### src/rtl/deser_queue_pkg.sv
// Shared constants, word type and deserializer state encoding for the serial receive queue.
package deser_queue_pkg;

    localparam int unsigned WORD_W    = 8;
    localparam int unsigned DEPTH     = 8;
    localparam int unsigned DESER_DIV = 10;
    localparam int unsigned QUEUE_DIV = 100;

    localparam int unsigned PTR_W       = $clog2(DEPTH);
    localparam int unsigned CNT_W       = $clog2(DEPTH + 1);
    localparam int unsigned BIT_CNT_W   = $clog2(WORD_W);
    localparam int unsigned DESER_CNT_W = $clog2(DESER_DIV);
    localparam int unsigned QUEUE_CNT_W = $clog2(QUEUE_DIV);

    typedef logic [WORD_W-1:0] word_t;

    // StInit: first tick after reset; StIdle/StRecv: accepting bits; StFullWait: word pending
    typedef enum logic [1:0] {
        StInit,
        StIdle,
        StRecv,
        StFullWait
    } deser_state_e;

endpackage

### src/rtl/word_fifo.sv
// Circular word buffer; a push while full is accepted only when a pop frees the slot.
module word_fifo
    import deser_queue_pkg::*;
(
    input  logic              clk_i,
    input  logic              rst_ni,
    input  logic              push_i,
    input  logic [WORD_W-1:0] wdata_i,
    input  logic              pop_i,
    output logic [WORD_W-1:0] rdata_o,
    output logic              full_o,
    output logic              empty_o,
    output logic [CNT_W-1:0]  count_o
);

    word_t            mem_q [DEPTH];
    logic [PTR_W-1:0] wr_ptr_q, wr_ptr_d;
    logic [PTR_W-1:0] rd_ptr_q, rd_ptr_d;
    logic [CNT_W-1:0] count_q, count_d;
    logic             do_push, do_pop;

    assign full_o  = (count_q == CNT_W'(DEPTH));
    assign empty_o = (count_q == '0);
    assign count_o = count_q;
    assign rdata_o = mem_q[rd_ptr_q];

    assign do_pop  = pop_i & ~empty_o;
    assign do_push = push_i & (~full_o | do_pop);

    // Pointer and occupancy next-state with modulo-DEPTH wrap
    always_comb begin
        wr_ptr_d = wr_ptr_q;
        rd_ptr_d = rd_ptr_q;
        count_d  = count_q;
        if (do_push) begin
            wr_ptr_d = (wr_ptr_q == PTR_W'(DEPTH - 1)) ? '0 : wr_ptr_q + 1'b1;
        end
        if (do_pop) begin
            rd_ptr_d = (rd_ptr_q == PTR_W'(DEPTH - 1)) ? '0 : rd_ptr_q + 1'b1;
        end
        unique case ({do_push, do_pop})
            2'b10:   count_d = count_q + 1'b1;
            2'b01:   count_d = count_q - 1'b1;
            default: count_d = count_q;
        endcase
    end

    // Pointer and count state
    always_ff @(posedge clk_i or negedge rst_ni) begin
        if (!rst_ni) begin
            wr_ptr_q <= '0;
            rd_ptr_q <= '0;
            count_q  <= '0;
        end else begin
            wr_ptr_q <= wr_ptr_d;
            rd_ptr_q <= rd_ptr_d;
            count_q  <= count_d;
        end
    end

    // Storage; when full with a pop, the head is read before this write lands
    always_ff @(posedge clk_i) begin
        if (do_push) begin
            mem_q[wr_ptr_q] <= wdata_i;
        end
    end

endmodule

### src/rtl/deser_queue_top.sv
// Serial-to-parallel receiver: MSB-first deserializer on a 100 kHz enable feeding an 8-deep
// FIFO serviced on a 10 kHz enable, both derived from the 1 MHz clock.
module deser_queue_top
    import deser_queue_pkg::*;
(
    input  logic              clock_1MHz,
    input  logic              rst,
    input  logic              data_in,
    input  logic              write_in,
    input  logic              enqueue_in,
    input  logic              dequeue_in,
    output logic              status_out,
    output logic [WORD_W-1:0] data_out
);

    logic [DESER_CNT_W-1:0] deser_cnt_q;
    logic [QUEUE_CNT_W-1:0] queue_cnt_q;
    logic                   deser_tick, queue_tick;

    deser_state_e           state_q;
    logic [BIT_CNT_W-1:0]   bit_cnt_q;
    word_t                  shift_q, pending_q, shift_next;
    logic                   valid_pending_q, status_q, wr_prev_q, wr_rise;

    logic                   deq_prev_q;
    word_t                  data_q, fifo_rdata;
    logic                   fifo_full, fifo_empty;
    logic [CNT_W-1:0]       fifo_count;
    logic                   pop_ok, push_ok;
    logic                   unused_enqueue;

    // Enqueue is reserved: pushes are driven solely by completed words
    assign unused_enqueue = enqueue_in;

    assign deser_tick = (deser_cnt_q == DESER_CNT_W'(DESER_DIV - 1));
    assign queue_tick = (queue_cnt_q == QUEUE_CNT_W'(QUEUE_DIV - 1));

    assign wr_rise    = write_in & ~wr_prev_q;
    assign shift_next = {shift_q[WORD_W-2:0], data_in};

    assign pop_ok  = queue_tick & dequeue_in & ~deq_prev_q & ~fifo_empty;
    assign push_ok = queue_tick & valid_pending_q & (~fifo_full | pop_ok);

    assign status_out = status_q;
    assign data_out   = data_q;

    // Free-running clock-enable dividers
    always_ff @(posedge clock_1MHz or negedge rst) begin
        if (!rst) begin
            deser_cnt_q <= '0;
            queue_cnt_q <= '0;
        end else begin
            deser_cnt_q <= deser_tick ? '0 : deser_cnt_q + 1'b1;
            queue_cnt_q <= queue_tick ? '0 : queue_cnt_q + 1'b1;
        end
    end

    // Deserializer FSM: edge-detect write_in per tick, assemble word, hold it until pushed
    always_ff @(posedge clock_1MHz or negedge rst) begin
        if (!rst) begin
            state_q         <= StInit;
            bit_cnt_q       <= '0;
            shift_q         <= '0;
            pending_q       <= '0;
            valid_pending_q <= 1'b0;
            status_q        <= 1'b0;
            wr_prev_q       <= 1'b0;
        end else begin
            // Clear happens on the queue side; set only occurs while already clear
            if (push_ok) begin
                valid_pending_q <= 1'b0;
            end
            if (deser_tick) begin
                wr_prev_q <= write_in;
                unique case (state_q)
                    StInit: begin
                        status_q <= 1'b1;
                        state_q  <= StIdle;
                    end
                    StIdle, StRecv: begin
                        if (wr_rise) begin
                            shift_q <= shift_next;
                            if (bit_cnt_q == BIT_CNT_W'(WORD_W - 1)) begin
                                pending_q       <= shift_next;
                                valid_pending_q <= 1'b1;
                                status_q        <= 1'b0;
                                bit_cnt_q       <= '0;
                                state_q         <= StFullWait;
                            end else begin
                                bit_cnt_q <= bit_cnt_q + 1'b1;
                                state_q   <= StRecv;
                            end
                        end
                    end
                    StFullWait: begin
                        if (!valid_pending_q) begin
                            status_q <= 1'b1;
                            state_q  <= StIdle;
                        end
                    end
                    default: state_q <= StInit;
                endcase
            end
        end
    end

    // Dequeue edge detect and output word register
    always_ff @(posedge clock_1MHz or negedge rst) begin
        if (!rst) begin
            deq_prev_q <= 1'b0;
            data_q     <= '0;
        end else if (queue_tick) begin
            deq_prev_q <= dequeue_in;
            if (pop_ok) begin
                data_q <= fifo_rdata;
            end
        end
    end

    word_fifo u_fifo (
        .clk_i   (clock_1MHz),
        .rst_ni  (rst),
        .push_i  (push_ok),
        .wdata_i (pending_q),
        .pop_i   (pop_ok),
        .rdata_o (fifo_rdata),
        .full_o  (fifo_full),
        .empty_o (fifo_empty),
        .count_o (fifo_count)
    );

endmodule

### config.mk
export PLATFORM = sky130hd
export DESIGN_NAME = deser_queue_top
export DESIGN_NICKNAME = d
export VERILOG_FILES = /design/src/rtl/deser_queue_pkg.sv /design/src/rtl/word_fifo.sv /design/src/rtl/deser_queue_top.sv
export SDC_FILE = /design/constraint.sdc
export NUM_CORES = 1
export LEC_CHECK = 0
export ABC_AREA = 1
export BUFFER_PORTS_ARGS = -buffer_cell sky130_fd_sc_hd__buf_2
export CAP_MARGIN = 40
export CORE_MARGIN = 2
export CORE_UTILIZATION = 62
export DETAILED_ROUTE_END_ITERATION = 16
export PLACE_DENSITY = 0.79
export SLEW_MARGIN = 20
export SYNTH_ARGS = -nofsm -noshare
export SYNTH_HDL_FRONTEND = slang
export SYNTH_HIERARCHICAL = 1
export SYNTH_SLANG_ARGS = --single-unit
### constraint.sdc
create_clock -name clock_1MHz -period 3.2 [get_ports clock_1MHz]
set_clock_uncertainty 0.15 [all_clocks]
set_input_delay 0.16 -clock clock_1MHz [delete_from_list [all_inputs] [get_ports clock_1MHz]]
set_output_delay 0.16 -clock clock_1MHz [all_outputs]
set_load 0.02 [all_outputs]
Word-level counts from Yosys, hierarchy flattened:

Memories as Yosys holds them, arrays and structs flattened. A register that Yosys moved wholly into a read port is not among the register bits.
Cells that the tools add are included.

* register bits: 45
* latch bits: 0
* memory bits (writable): 64
* memory bits (read-only): 0
* input bits: 6
* output and inout port bits: 9
* logic and storage cells: 80
* memories kept: 1

* add/subtract/negate cells: 7
* $mul: 0
* div/mod/pow operators: 0
* magnitude comparators: 0
* eq/ne operators: 14
* shift operators: 0
* muxes and demuxes: 21
* bitwise operators: 14
* reduce and logical (&&, ||, !) cells: 10

Memory list
* u_fifo.mem_q: words 8, bits a word 8, read ports 1, clocked after Yosys merged registers in 1, wr ports 1, line word_fifo.sv:16 `word_t mem_q [DEPTH];`

Operators by type and width (number)
* two-way mux 1 bit: 11
* adder 3 x 1 -> 3 bit, second input constant: 3
* == test 3 bit, second input constant: 3
* two-way mux 3 bit: 3
* adder 4 x 1 -> 4 bit, second input constant: 2
* AND 1 bit: 8
* == test 4 bit, second input constant: 2
* case mux 4 bit (2 select lines): 1
* AND reduction 4 bit: 2
* adder 7 x 1 -> 7 bit, second input constant: 1
* == test 7 bit, second input constant: 1
* two-way mux 7 bit: 1
* == test 2 bit, second input constant: 3
* inequality test 2 bit, second input constant: 3
* case mux 2 bit (3 select lines): 1
* AND reduction 3 bit: 2
* == test 2 x 1 -> 1 bit, second input constant: 2
* logical NOT 4 bit: 1
* two-way mux 2 bit: 2
* two-way mux 4 bit: 1
* NOT 1 bit: 4
* subtractor 4 x 1 -> 4 bit, second input constant: 1
* case mux 1 bit (3 select lines): 1
* logical NOT 2 bit: 1
* other kinds (5): 6

Logic depth before layout (Yosys ltp):

Gate-level depths: netlist (run 1).

* depth after elaboration: 11
* mapped depth: 18
* mapped depth without buffers: 17

Cells and area by module:

The synthesis (run 1) kept the hierarchy.

Modules (own cells, without submodules)
* word_fifo: times used 1, cells an instance 373, area each 3464.6 um^2, seq. area each 2172.1 um^2
* deser_queue_top: times used 1, cells an instance 202, area each 1858.0 um^2, seq. area each 1076.0 um^2

Worst setup path after synthesis (run 1):

Ideal clock, no wire load.

* kind: register to register
* start: reg queue_cnt_q[0]
* end: reg u_fifo.count_q[3], in the netlist u_fifo/count_o[3]
* setup time: 0.117 ns
* arrival time: 2.439 ns
* data required time: 2.933 ns
* path slack: 0.494 ns
* cell stages (with the launch flop): 17
* buffers on the path: 1
* clock period less this slack: 2.706 ns
* path through: dfrtp_1 -> ha_1 -> nand2_2 -> nor2_8 -> nand3_4 -> clkinv_4 -> inv_1 -> nand4_2 -> nand2_2 -> buf_4 -> ha_1 -> ha_1 -> or2_2 -> nand2_1 -> nand2_1 -> nand3_1 -> nand2_1

* word-level cells in the longest chain between the ends: 9
* elaborated cells between the ends (all ways): 14
* classes of those cells: 3 x eq/ne; 1 x mux; 9 x bitwise; 1 x reduce/logical

Ends and longest elaborated chain
* start, declared: line deser_queue_top.sv:17 `logic [QUEUE_CNT_W-1:0] queue_cnt_q;`
* start signal, assigned: line deser_queue_top.sv:54 `queue_cnt_q <= queue_tick ? '0 : queue_cnt_q + 1'b1;`
* == test 7 bit *: line deser_queue_top.sv:36 `assign queue_tick = (queue_cnt_q == QUEUE_CNT_W'(QUEUE_DIV - 1));`
* AND 1 bit * (3 in a row): line deser_queue_top.sv:41 `assign pop_ok = queue_tick & dequeue_in & ~deq_prev_q & ~fifo_empty;`
* net pop_ok: line deser_queue_top.sv:29 `logic pop_ok, push_ok;`
* OR 1 bit or AND 1 bit (tied branches): line deser_queue_top.sv:42, word_fifo.sv:27
* AND 1 bit or OR 1 bit (tied branches): line deser_queue_top.sv:42, word_fifo.sv:28
* AND 1 bit: line word_fifo.sv:28 `assign do_push = push_i & (~full_o | do_pop);`
* == test 2 x 1 -> 1 bit or == test 2 bit (tied branches): line word_fifo.sv:41 `unique case ({do_push, do_pop})`
* case mux 4 bit (2 select lines) or nonzero test 2 bit (tied branches)
* end signal, assigned: line word_fifo.sv:57 `count_q <= count_d;`
* end, declared: line word_fifo.sv:19 `logic [CNT_W-1:0] count_q, count_d;`

Mark *: on every way through the listed nets, which the timed path passes. The rest lies on a longest branch.
A chain may end at the register's enable or synchronous reset.

Worst setup path after layout (run 1):

Ends and elaborated chain as after synthesis.

==> results of run 1 <==
[worst paths after layout]
kind / end / cells after the start / slack, ps / start
worst max-delay path: u_fifo/count_o[3] / 15 / 260 / queue_cnt_q[0]
worst min-delay path: shift_q[3] / 3 / 90 / rst
worst max register to register: u_fifo/count_o[3] / 15 / 260 / queue_cnt_q[0]
worst min register to register: data_out[4] / 2 / 320 / data_out[4]
max in group asynchronous: u_fifo/rd_ptr_q[0] / 3 / 2600 / rst
min in group clock_1MHz: shift_q[0] / 4 / 270 / data_in
[critical path, cell delays in order, from the launching register on]
cell	delay [ps]
dfrtp_1	370
ha_2	240
nand2_2	120
nor2_8	150
nand3_4	160
clkinv_4	120
inv_1	60
nand4_2	130
nand2_2	170
ha_1	300
ha_1	310
or2_2	290
nand2_1	70
nand2_1	50
nand3_1	70
nand2_1	60
[what timing repair did]
| action | 4_1_cts | 5_1_grt |
|---|---|---|
| endpoints found under the hold margin | 45 | 0 |
| resized for setup | 0 | 1 |
| hold buffers | 4 | 0 |
| endpoints found under the setup margin | 0 | 1 |
[power breakdown]
group / internal (mW) / total [mW] / switching, mW
registers: 1.60 / 1.61 / 0.00961
logic: 0.0361 / 0.109 / 0.0728
clock network: 1.26 / 1.87 / 0.619
[metrics by stage]
stage | hold WS [ps] | cell area, sq um | util (%) | power [mW] | worst slack (ps)
floorplan | -285.6 | 5323 | - | 1.702 | 494.1
global placement | 143.4 | 5497 | 66.56 | 1.727 | 355.6
detailed placement | 154.9 | 5497 | 66.56 | 1.735 | 272.9
CTS | 154.7 | 6142 | 74.38 | 3.612 | 229.5
global route | 76.73 | 6165 | 74.65 | 3.712 | 14.22
finish | 94.34 | 6165 | 74.65 | 3.589 | 257.9
[synthesized netlist by cell type (2+ instances only)]
master / instances
buf_6: 4
nor2_1: 87
o21ai_0: 8
nor3_1: 2
inv_1: 61
o21a_1: 2
dfrtp_1: 53
nor3b_1: 2
ha_1: 11
nand3_2: 2
xnor2_1: 2
buf_2: 4
nor2_2: 2
nand2_1: 216
a21oi_1: 2
edfxtp_1: 64
xor2_1: 2
buf_4: 6
nand3_1: 23
nand2_2: 4
inv_2: 3
[per-layer routing]
layer | GRT usage (%) | routed length, um | up-vias
met5 | 0 | 0 | -
li1 | - | - | 1871
met2 | 40.33 | 5333 | 113
met4 | 7.042 | 135 | 0
met1 | 29.85 | 4370 | 1795
met3 | 7.442 | 541 | 14
[cells by family (layout without fill, tap and decap cells)]
kind of cell    after synthesis  in the layout  synth area share, %
compound gates               14             14                1.481
simple gates                347            347                26.85
mux                           1              1               0.2116
xor+xnor                      4              4               0.6583
fa+ha+maj                    12             12                2.962
flops                       117            117                61.02
buf+inv                      80            127                6.817
[final cells by class]
cell class	instances	area (sq um)	share of cell area, %
clock inverter	7	90.09	1.461
tap	105	131.4	2.131
clock buffer	25	515.5	8.362
inverter	65	249.0	4.039
sequential	117	3249	52.71
multi-input combinational	378	1714	27.81
timing repair buffer	30	215.2	3.491
[registers in the layout (all words and copies together), names as in the netlist]
name and flops:
deq_prev_q 1, shift_q 7, wr_prev_q 1, state_q 2, data_out 8, u_fifo/mem_q 64, u_fifo/rd_ptr_q 3, bit_cnt_q 3
pending_q 8, valid_pending_q 1, u_fifo/count_o 4, status_out 1, deser_cnt_q 4, queue_cnt_q 7, u_fifo/wr_ptr_q 3
==> results by group, run 1 <==
Synthesis
  – Top cells by area, synth: edfxtp_1, dfrtp_1, nand2_1
  – Top FF cell, synth: edfxtp_1
  – Dominant cell type by area after synthesis: edfxtp_1
  – Syn_nets: 593
  – Seq/Total Area, Yosys: 61.02%
  – Share of the synthesized area in the top cell type: 36.11%
  – Synth cell types: 36
  – Number of synthesized register bits: 117
  – Syn avg cell area: 9.257 sq um
  – EDFF count, synth: 64
  – Synth Cell Area: 5323 sq um
  – Share of flip-flops with an asynchronous set or reset: 45.30%
  – Yosys warns: 6
  – Synth Instances: 575

Floorplanning
  – Die H: 96.66 um
  – Die X: 96.66 um
  – # IOs: 15
  – Row cnt: 33
  – Initial Util: 64.45%
  – Die area: 9342 sq um
  – Core area: 8258 sq um

Timing
  – Setup violators final: 0
  – Post-route setup TNS: 0 ps
  – Final Critical Period: 2942 ps
  – Least-Margin Pin Slew: 708.0 ps
  – RSZ-0062 raised after global routing: no
  – Final hold violation count: 0
  – Max Slew Vio Count: 0
  – Tcrit/Tclk final: 91.94%
  – Worst slew margin: 52.80%
  – Max Fclk: 0.3399 GHz

Power
  – Power per cell area: 582.2 nW/um^2
  – Leakage Power: 2.933 nW
  – Peak VDD IR: 0.0004634 V

Global routing
  – Gr usage total: 23.90%
  – Number of global-route vias before repair: 3712
  – First-pass GRT wire length: 17520 um
  – Initial antenna violation count: 0
  – Largest net degree at the start of global routing: 37
  – Congestion Overflow GR: 0

Place
  – Post-detail-place hpwl: 6400 um
  – Placed cell count: 690
  – I/O Buffers: 13
  – Placer congestion estimate: 0.7914

Routing
  – Iter 0 DRT Violations: 299
  – DRT antenna net count: 0
  – DR WL/cell: 14.28 um
  – Vias/cell: 5.217
  – Vias post-DR: 3793
  – DRT Pass-1 Iters: 6
  – Total Wirelength: 10380 um
  – DRC violations left: 0

Finish
  – Fillers: 519
  – Commonest non-fill, non-tap cell in the layout: nand2_1
  – Area growth syn-to-layout: 15.82%
  – # nets final: 627
  – Commonest cells after routing, fill and taps aside: nand2_1, nor2_1, edfxtp_1, inv_1, dfrtp_1
  – Fin cells: 727
  – Layout cell share with drive strength beyond 1: 12.38%
  – # diodes: 0

Setup path
  – Worst setup SP type: register
  – CP Class: register to register
  – CP endpoint kind: register
  – CP Data Required Time: 3440 ps
  – WP data arrival: 3180 ps
  – Worst Path Max Fanout: 12

Clock network
  – Post-CTS repair timing setup buffer count: 0
  – CTS tree: done
  – Reg clk slew, reported paths: 50 ps
  – Worst-skew pair later-pin latency: 500 ps
  – Clock Tree Root: clkbuf_8
  – CTS Buf Count: 17
  – Max clock buf depth: 2
  – Clock sink count: 117
  – H-Tree Depth: 4

Job
  – Number of max-cap violations: 0

Worst hold path
  – HP Class: input port to async pin

Status
  – Status: complete, no violations
(Power assumes the default switching activity.)
==> run 2: changes to the inputs <==
- CORE_UTILIZATION: 62 -> 50
- PLACE_DENSITY: 0.79 -> 0.66
==> run 2 against run 1 <==
Clock power is 3% lower. Wire length decreased by 6.1%. Sequential share of layout area is 0.18 points higher. Global-route usage shrank 5.1 points. Register-to-register slack about the same. Hold slack lost 23 ps. Non-clock buffer count decreased by 2. Setup slack gained 6.3 ps. Largest cell class unchanged. Sequential cell count unchanged. Final cell count rose by 4.0%. Fmax up 0.21%.
==> results by group, run 2 (synthesized netlist as in run 1, its figures left out) <==
Routing
  – DR WL/cell: 12.90 um
  – DRT antenna net count: 0
  – DRT Pass-1 Iters: 5
  – DRC violations left: 0
  – Total Wirelength: 9752 um
  – Vias post-DR: 3628
  – Iter 0 DRT Violations: 258
  – Vias/cell: 4.799

Power
  – Power per cell area: 572.1 nW/um^2
  – Internal: 2.820 mW
  – Leakage Power: 2.906 nW
  – Psw: 0.6952 mW
  – Switching Share: 19.78%
  – Clock power frac: 51.5%
  – Peak VDD IR: 0.0004331 V
  – Seq pwr share: 45.7%
  – Combinational share of power: 2.8%
  – Total power: 3.515 mW

Floorplanning
  – Die H: 107.2 um
  – Die X: 107.2 um
  – # IOs: 15
  – Core area: 10320 sq um
  – Die area: 11490 sq um
  – Initial Util: 51.56%
  – Row cnt: 37

Finish
  – Fillers: 832
  – Area growth syn-to-layout: 15.42%
  – Finished Cell Area: 6143 sq um
  – Layout cell share with drive strength beyond 1: 11.61%
  – # nets final: 625
  – Max reg flops: 64
  – Fin cells: 756
  – Biggest register: u_fifo/mem_q
  – # diodes: 0
  – Commonest non-fill, non-tap cell in the layout: nand2_1
  – Commonest cells after routing, fill and taps aside: nand2_1, nor2_1, edfxtp_1, inv_1, dfrtp_1

Timing
  – RSZ-0062 raised after global routing: no
  – Final worst setup slack: 264.2 ps
  – Tcrit/Tclk final: 91.75%
  – Max Slew Vio Count: 0
  – Max Fclk: 0.3406 GHz
  – Setup violators final: 0
  – Post-route setup TNS: 0 ps
  – Final Critical Period: 2936 ps
  – Final hold violation count: 0
  – Worst slew margin: 47.24%
  – Least-Margin Pin Slew: 791.4 ps

Job
  – Number of max-cap violations: 0

Clock network
  – Reg clk slew, reported paths: 60 ps
  – Clock Tree Root: clkbuf_8
  – Max clock buf depth: 2
  – CTS tree: done
  – H-Tree Depth: 4
  – CTS Buf Count: 17
  – Clock sink count: 117
  – Worst-skew pair later-pin latency: 510 ps

Global routing
  – Initial antenna violation count: 0
  – Number of global-route vias before repair: 3430
  – Gr usage total: 18.75%
  – Largest net degree at the start of global routing: 41
  – First-pass GRT wire length: 16230 um
  – Congestion Overflow GR: 0

Status
  – Status: complete, no violations

Place
  – I/O Buffers: 13
  – Dpl ws: 268.8 ps
  – Placer congestion estimate: 0.7950
  – Placed Area: 5528 sq um
  – Post-detail-place hpwl: 6376 um
  – Placed cell count: 720

Setup path
  – WP data arrival: 3180 ps
  – Worst setup SP type: register
  – CP endpoint kind: register
  – Worst Path Max Fanout: 12
  – Reg2reg path depth: 15
  – CP Data Required Time: 3440 ps
  – CP Class: register to register

Worst hold path
  – HP Class: input port to async pin
-- run 2: cell count changes in the layout (fill, tap and decap cells not counted) --
cell and delta:
buf_12 -1, buf_4 -1, clkbuf_1 +2, clkbuf_8 -3, clkinv_4 -1, ha_1 +1
ha_2 -1, inv_4 +2
-- run 2: repair_timing --
action / in CTS / in global routing
endpoints found under the hold margin: 41 / 0
gates resized for setup: 0 / 0
hold buffers: 4 / 0
buffers inserted: 0 / 0
-- run 2: per-stage QoR --
step	utilization [%]	hold WS, ps
CTS	59.51	69.64
global route	59.51	117.4
floorplan	-	-285.6
global placement	53.55	73.33
detailed placement	53.55	81.76
finish	59.51	71.66
-- run 2: path summary, 6_finish.rpt --
path,start,endpoint,slack [ps]
max in group asynchronous,rst,shift_q[1],2060
hold reg to reg,queue_cnt_q[0],queue_cnt_q[0],320
min in group clock_1MHz,data_in,shift_q[0],260
hold / removal,rst,deser_cnt_q[0],70
setup / recovery,queue_cnt_q[0],u_fifo/count_o[3],260
setup reg to reg,queue_cnt_q[0],u_fifo/count_o[3],260
-- run 2: final cells by class --
cell class | instances | area, sq um | area share [%]
multi-input cells | 378 | 1712 | 27.86
flip-flops and latches | 117 | 3249 | 52.89
well taps | 136 | 170.2 | 2.770
repair buffers | 28 | 187.7 | 3.055
clock buffers | 24 | 481.7 | 7.841
clock inverters | 8 | 93.84 | 1.527
inverters | 65 | 249.0 | 4.053
-- run 2: power groups by stage --
stage	Combinational (mW)	Clock [mW]	Sequential, mW
after floorplan	0.0656	0	1.64
after global placement	0.0935	0	1.63
after detailed placement	0.0968	0	1.63
after CTS	0.100	1.85	1.60
after global routing	0.114	1.93	1.61
final	0.0992	1.81	1.61
-- run 2: critical path, cell delays in order, from the launching register on --
cell and delay [ps]:
dfrtp_1 370, ha_1 250, nand2_2 130, nor2_8 160
nand3_4 170, clkinv_4 120, inv_1 50, nand4_2 120
nand2_2 170, ha_1 300, ha_1 320, or2_2 300
nand2_1 70, nand2_1 50, nand3_1 60, nand2_1 50
-- run 2: per-layer routing --
metal / global-route usage (%) / share of wire, %
met2: 30.88 / 48
met3: 4.742 / 3.3
met4: 7.792 / 1.7
met5: 0 / 0
met1: 23.61 / 47
==> run 3: changes to the inputs <==
- ABC_AREA: 1 -> unset
==> run 3 against run 2 <==
First-iteration DRC count down 62%. Final cell count down 35%. Sequential cell count is the same. Wire length down 13%. Utilization grew 2.7 points. Die area down 5.9%. Sequential power is essentially flat. Critical path type unchanged. Critical endpoint unchanged. Clock power increased by 7%.
==> results by group, run 3 <==
Setup path
  – R2R Path Start: u_fifo/count_o[1]
  – Largest stage delay, worst path: 560 ps
  – Most frequent CP cell: ha_1
  – CP endpoint kind: register
  – CP Data Required Time: 3470 ps
  – Slowest CP cell: or4b_4
  – Worst setup SP type: register
  – Worst Path Max Fanout: 8
  – Crit path cell chain: buf_12 > or4b_4 > inv_1 > a211oi_1 > and2_4 > o21ai_4 > ha_1 > buf_4 > ha_1 > a21oi_1 > mux2_2 > o211ai_1
  – Worst setup path start: u_fifo/count_o[1]
  – CP Class: register to register
  – WP data arrival: 3290 ps

Place
  – I/O Buffers: 13
  – Placer congestion estimate: 0.7233
  – Post-detail-place hpwl: 5600 um
  – Dpl ws: 66.11 ps

Clock network
  – Worst-skew pair later-pin latency: 510 ps
  – Max clock buf depth: 2
  – Clock Tree Root: clkbuf_8
  – CTS Buf Count: 17
  – CTS tree: done
  – Reg clk slew, reported paths: 60 ps
  – Clock sink count: 117
  – H-Tree Depth: 4

Routing
  – Iter 0 DRT Violations: 98
  – DRT Pass-1 Iters: 4
  – Total Wirelength: 8507 um
  – DRT antenna net count: 0
  – Vias post-DR: 2657
  – DRC violations left: 0
  – Vias/cell: 5.379
  – DR WL/cell: 17.22 um

Synthesis
  – Top cells by area, synth: edfxtp_1, dfrtp_1, mux4_2
  – Syn_nets: 315
  – Share of the synthesized area in the top cell type: 38.46%
  – Seq/Total Area, Yosys: 65.00%
  – Most frequent cell after synthesis: edfxtp_1
  – Syn avg cell area: 16.83 sq um
  – Number of synthesized register bits: 117
  – Synth cell types: 49
  – Synth Instances: 297
  – EDFF count, synth: 64
  – Dominant cell type by area after synthesis: edfxtp_1
  – Share of flip-flops with an asynchronous set or reset: 45.30%
  – Top FF cell, synth: edfxtp_1
  – Synth Cell Area: 4997 sq um
  – Yosys warns: 6
  – List of most frequent post-synthesis cells: edfxtp_1, dfrtp_1, mux2_2

Finish
  – Commonest non-fill, non-tap cell in the layout: edfxtp_1
  – # nets final: 366
  – Max reg flops: 64
  – Area growth syn-to-layout: 21.18%
  – Layout cell share with drive strength beyond 1: 35.73%
  – Biggest register: u_fifo/mem_q
  – # diodes: 0
  – Commonest cells after routing, fill and taps aside: edfxtp_1, dfrtp_1, mux2_2, buf_4

Timing
  – RSZ-0062 raised after global routing: no
  – Max Slew Vio Count: 0
  – Tcrit/Tclk final: 94.31%
  – Final hold violation count: 0
  – Final worst setup slack: 182.2 ps
  – Max Fclk: 0.3314 GHz
  – Final Critical Period: 3018 ps
  – Setup violators final: 0
  – Least-Margin Pin Slew: 792.3 ps
  – Post-route setup TNS: 0 ps
  – Worst slew margin: 47.18%

Global routing
  – Initial antenna violation count: 0
  – Number of global-route vias before repair: 2712
  – First-pass GRT wire length: 14190 um
  – Congestion Overflow GR: 0
  – Largest net degree at the start of global routing: 33
  – Gr usage total: 17.47%

Floorplanning
  – Initial Util: 51.36%
  – # IOs: 15
  – Die X: 104.0 um
  – Core area: 9729 sq um
  – Die H: 104.0 um
  – Die area: 10810 sq um
  – Row cnt: 36

Worst hold path
  – HP Class: input port to async pin

Power
  – Leakage Power: 2.472 nW
  – Power per cell area: 601.7 nW/um^2
  – Peak VDD IR: 0.0003529 V

Job
  – Number of max-cap violations: 0

Status
  – Status: complete, no violations
run 3: cell count changes in the layout (fill, tap and decap cells not counted), moves of 5 or more:
cell,previous run,this run
nor2_1,87,7
mux4_2,0,16
clkinv_1,0,5
buf_4,11,22
mux2_4,0,11
inv_1,61,9
mux2_2,1,30
nand2_1,216,8
nand3_1,23,6
nand2b_1,0,5
run 3: worst paths after layout:
check / to / slack, ps / cells past startpoint
min in group clock_1MHz: wr_prev_q / 270 / 3
worst min-delay path: u_fifo/rd_ptr_q[2] / 60 / 3
worst max register to register: u_fifo/count_o[3] / 180 / 12
worst max-delay path: u_fifo/count_o[3] / 180 / 12
worst min register to register: status_out / 350 / 1
max in group asynchronous: u_fifo/count_o[1] / 1800 / 3
run 3: report_power, final:
group	switching (mW)	internal (mW)	total (mW)
registers	0.0109	1.60	1.61
clock network	0.622	1.32	1.94
logic	0.0469	0.0462	0.0932
total	0.680	2.96	3.64
run 3: cell families after synthesis:
family | Yosys count | synth area share (%)
AOI/OAI and AO/OA | 25 | 3.706
muxes | 60 | 17.90
xor gates and xnor gates | 5 | 0.8763
buffers and inverters | 20 | 2.028
adders and majority gates | 12 | 3.155
and+or+nand+nor | 58 | 7.336
DFF | 117 | 65.00
run 3: metrics by stage:
stage | power [mW] | std cells | utilization [%] | hold slack (ps) | cell area, sq um
after floorplan | 1.695 | 297 | - | -285.6 | 4997
after global placement | 1.720 | 451 | 54.48 | 254.2 | 5300
after detailed placement | 1.727 | 453 | 54.76 | -48.08 | 5328
after CTS | 3.683 | 490 | 61.51 | 44.81 | 5984
after global routing | 3.763 | 494 | 62.24 | 82.81 | 6056
final | 3.644 | 494 | 62.24 | 58.24 | 6056
run 3: area by class of cell:
cell class / count / area (sq um)
sequential: 117 / 3251
timing repair buffer: 42 / 320.3
inverter: 10 / 37.54
multi-input combinational: 160 / 1674
clock inverter: 14 / 188.9
fill: 732 / 3674
tap: 133 / 166.4
clock buffer: 18 / 417.9
run 3: repair_timing:
action                                 in CTS  in global routing
hold buffers                                5                  0
buffers inserted                            0                  3
setup endpoints to repair                   0                  1
endpoints found under the hold margin      57                  0
resized for setup                           0                  7
run 3: worst max-delay path, delay by kind of cell, from the launching register on:
kind | cells | cell delay [ps]
simple gates | 2 | 740
compound gates | 4 | 480
fa+ha+maj | 2 | 430
flops | 1 | 420
buf+inv | 3 | 360
mux | 1 | 340
run 3: routing by layer:
metal / routed length, um / GRT usage (%) / share of wire (%) / vias up
met3: 307 / 5.639 / 3.6 / 8
met2: 4328 / 28.29 / 51 / 31
li1: - / - / - / 1260
met1: 3785 / 21.94 / 44 / 1358
met5: 0 / 0 / 0 / -
met4: 85 / 6.950 / 1.0 / 0
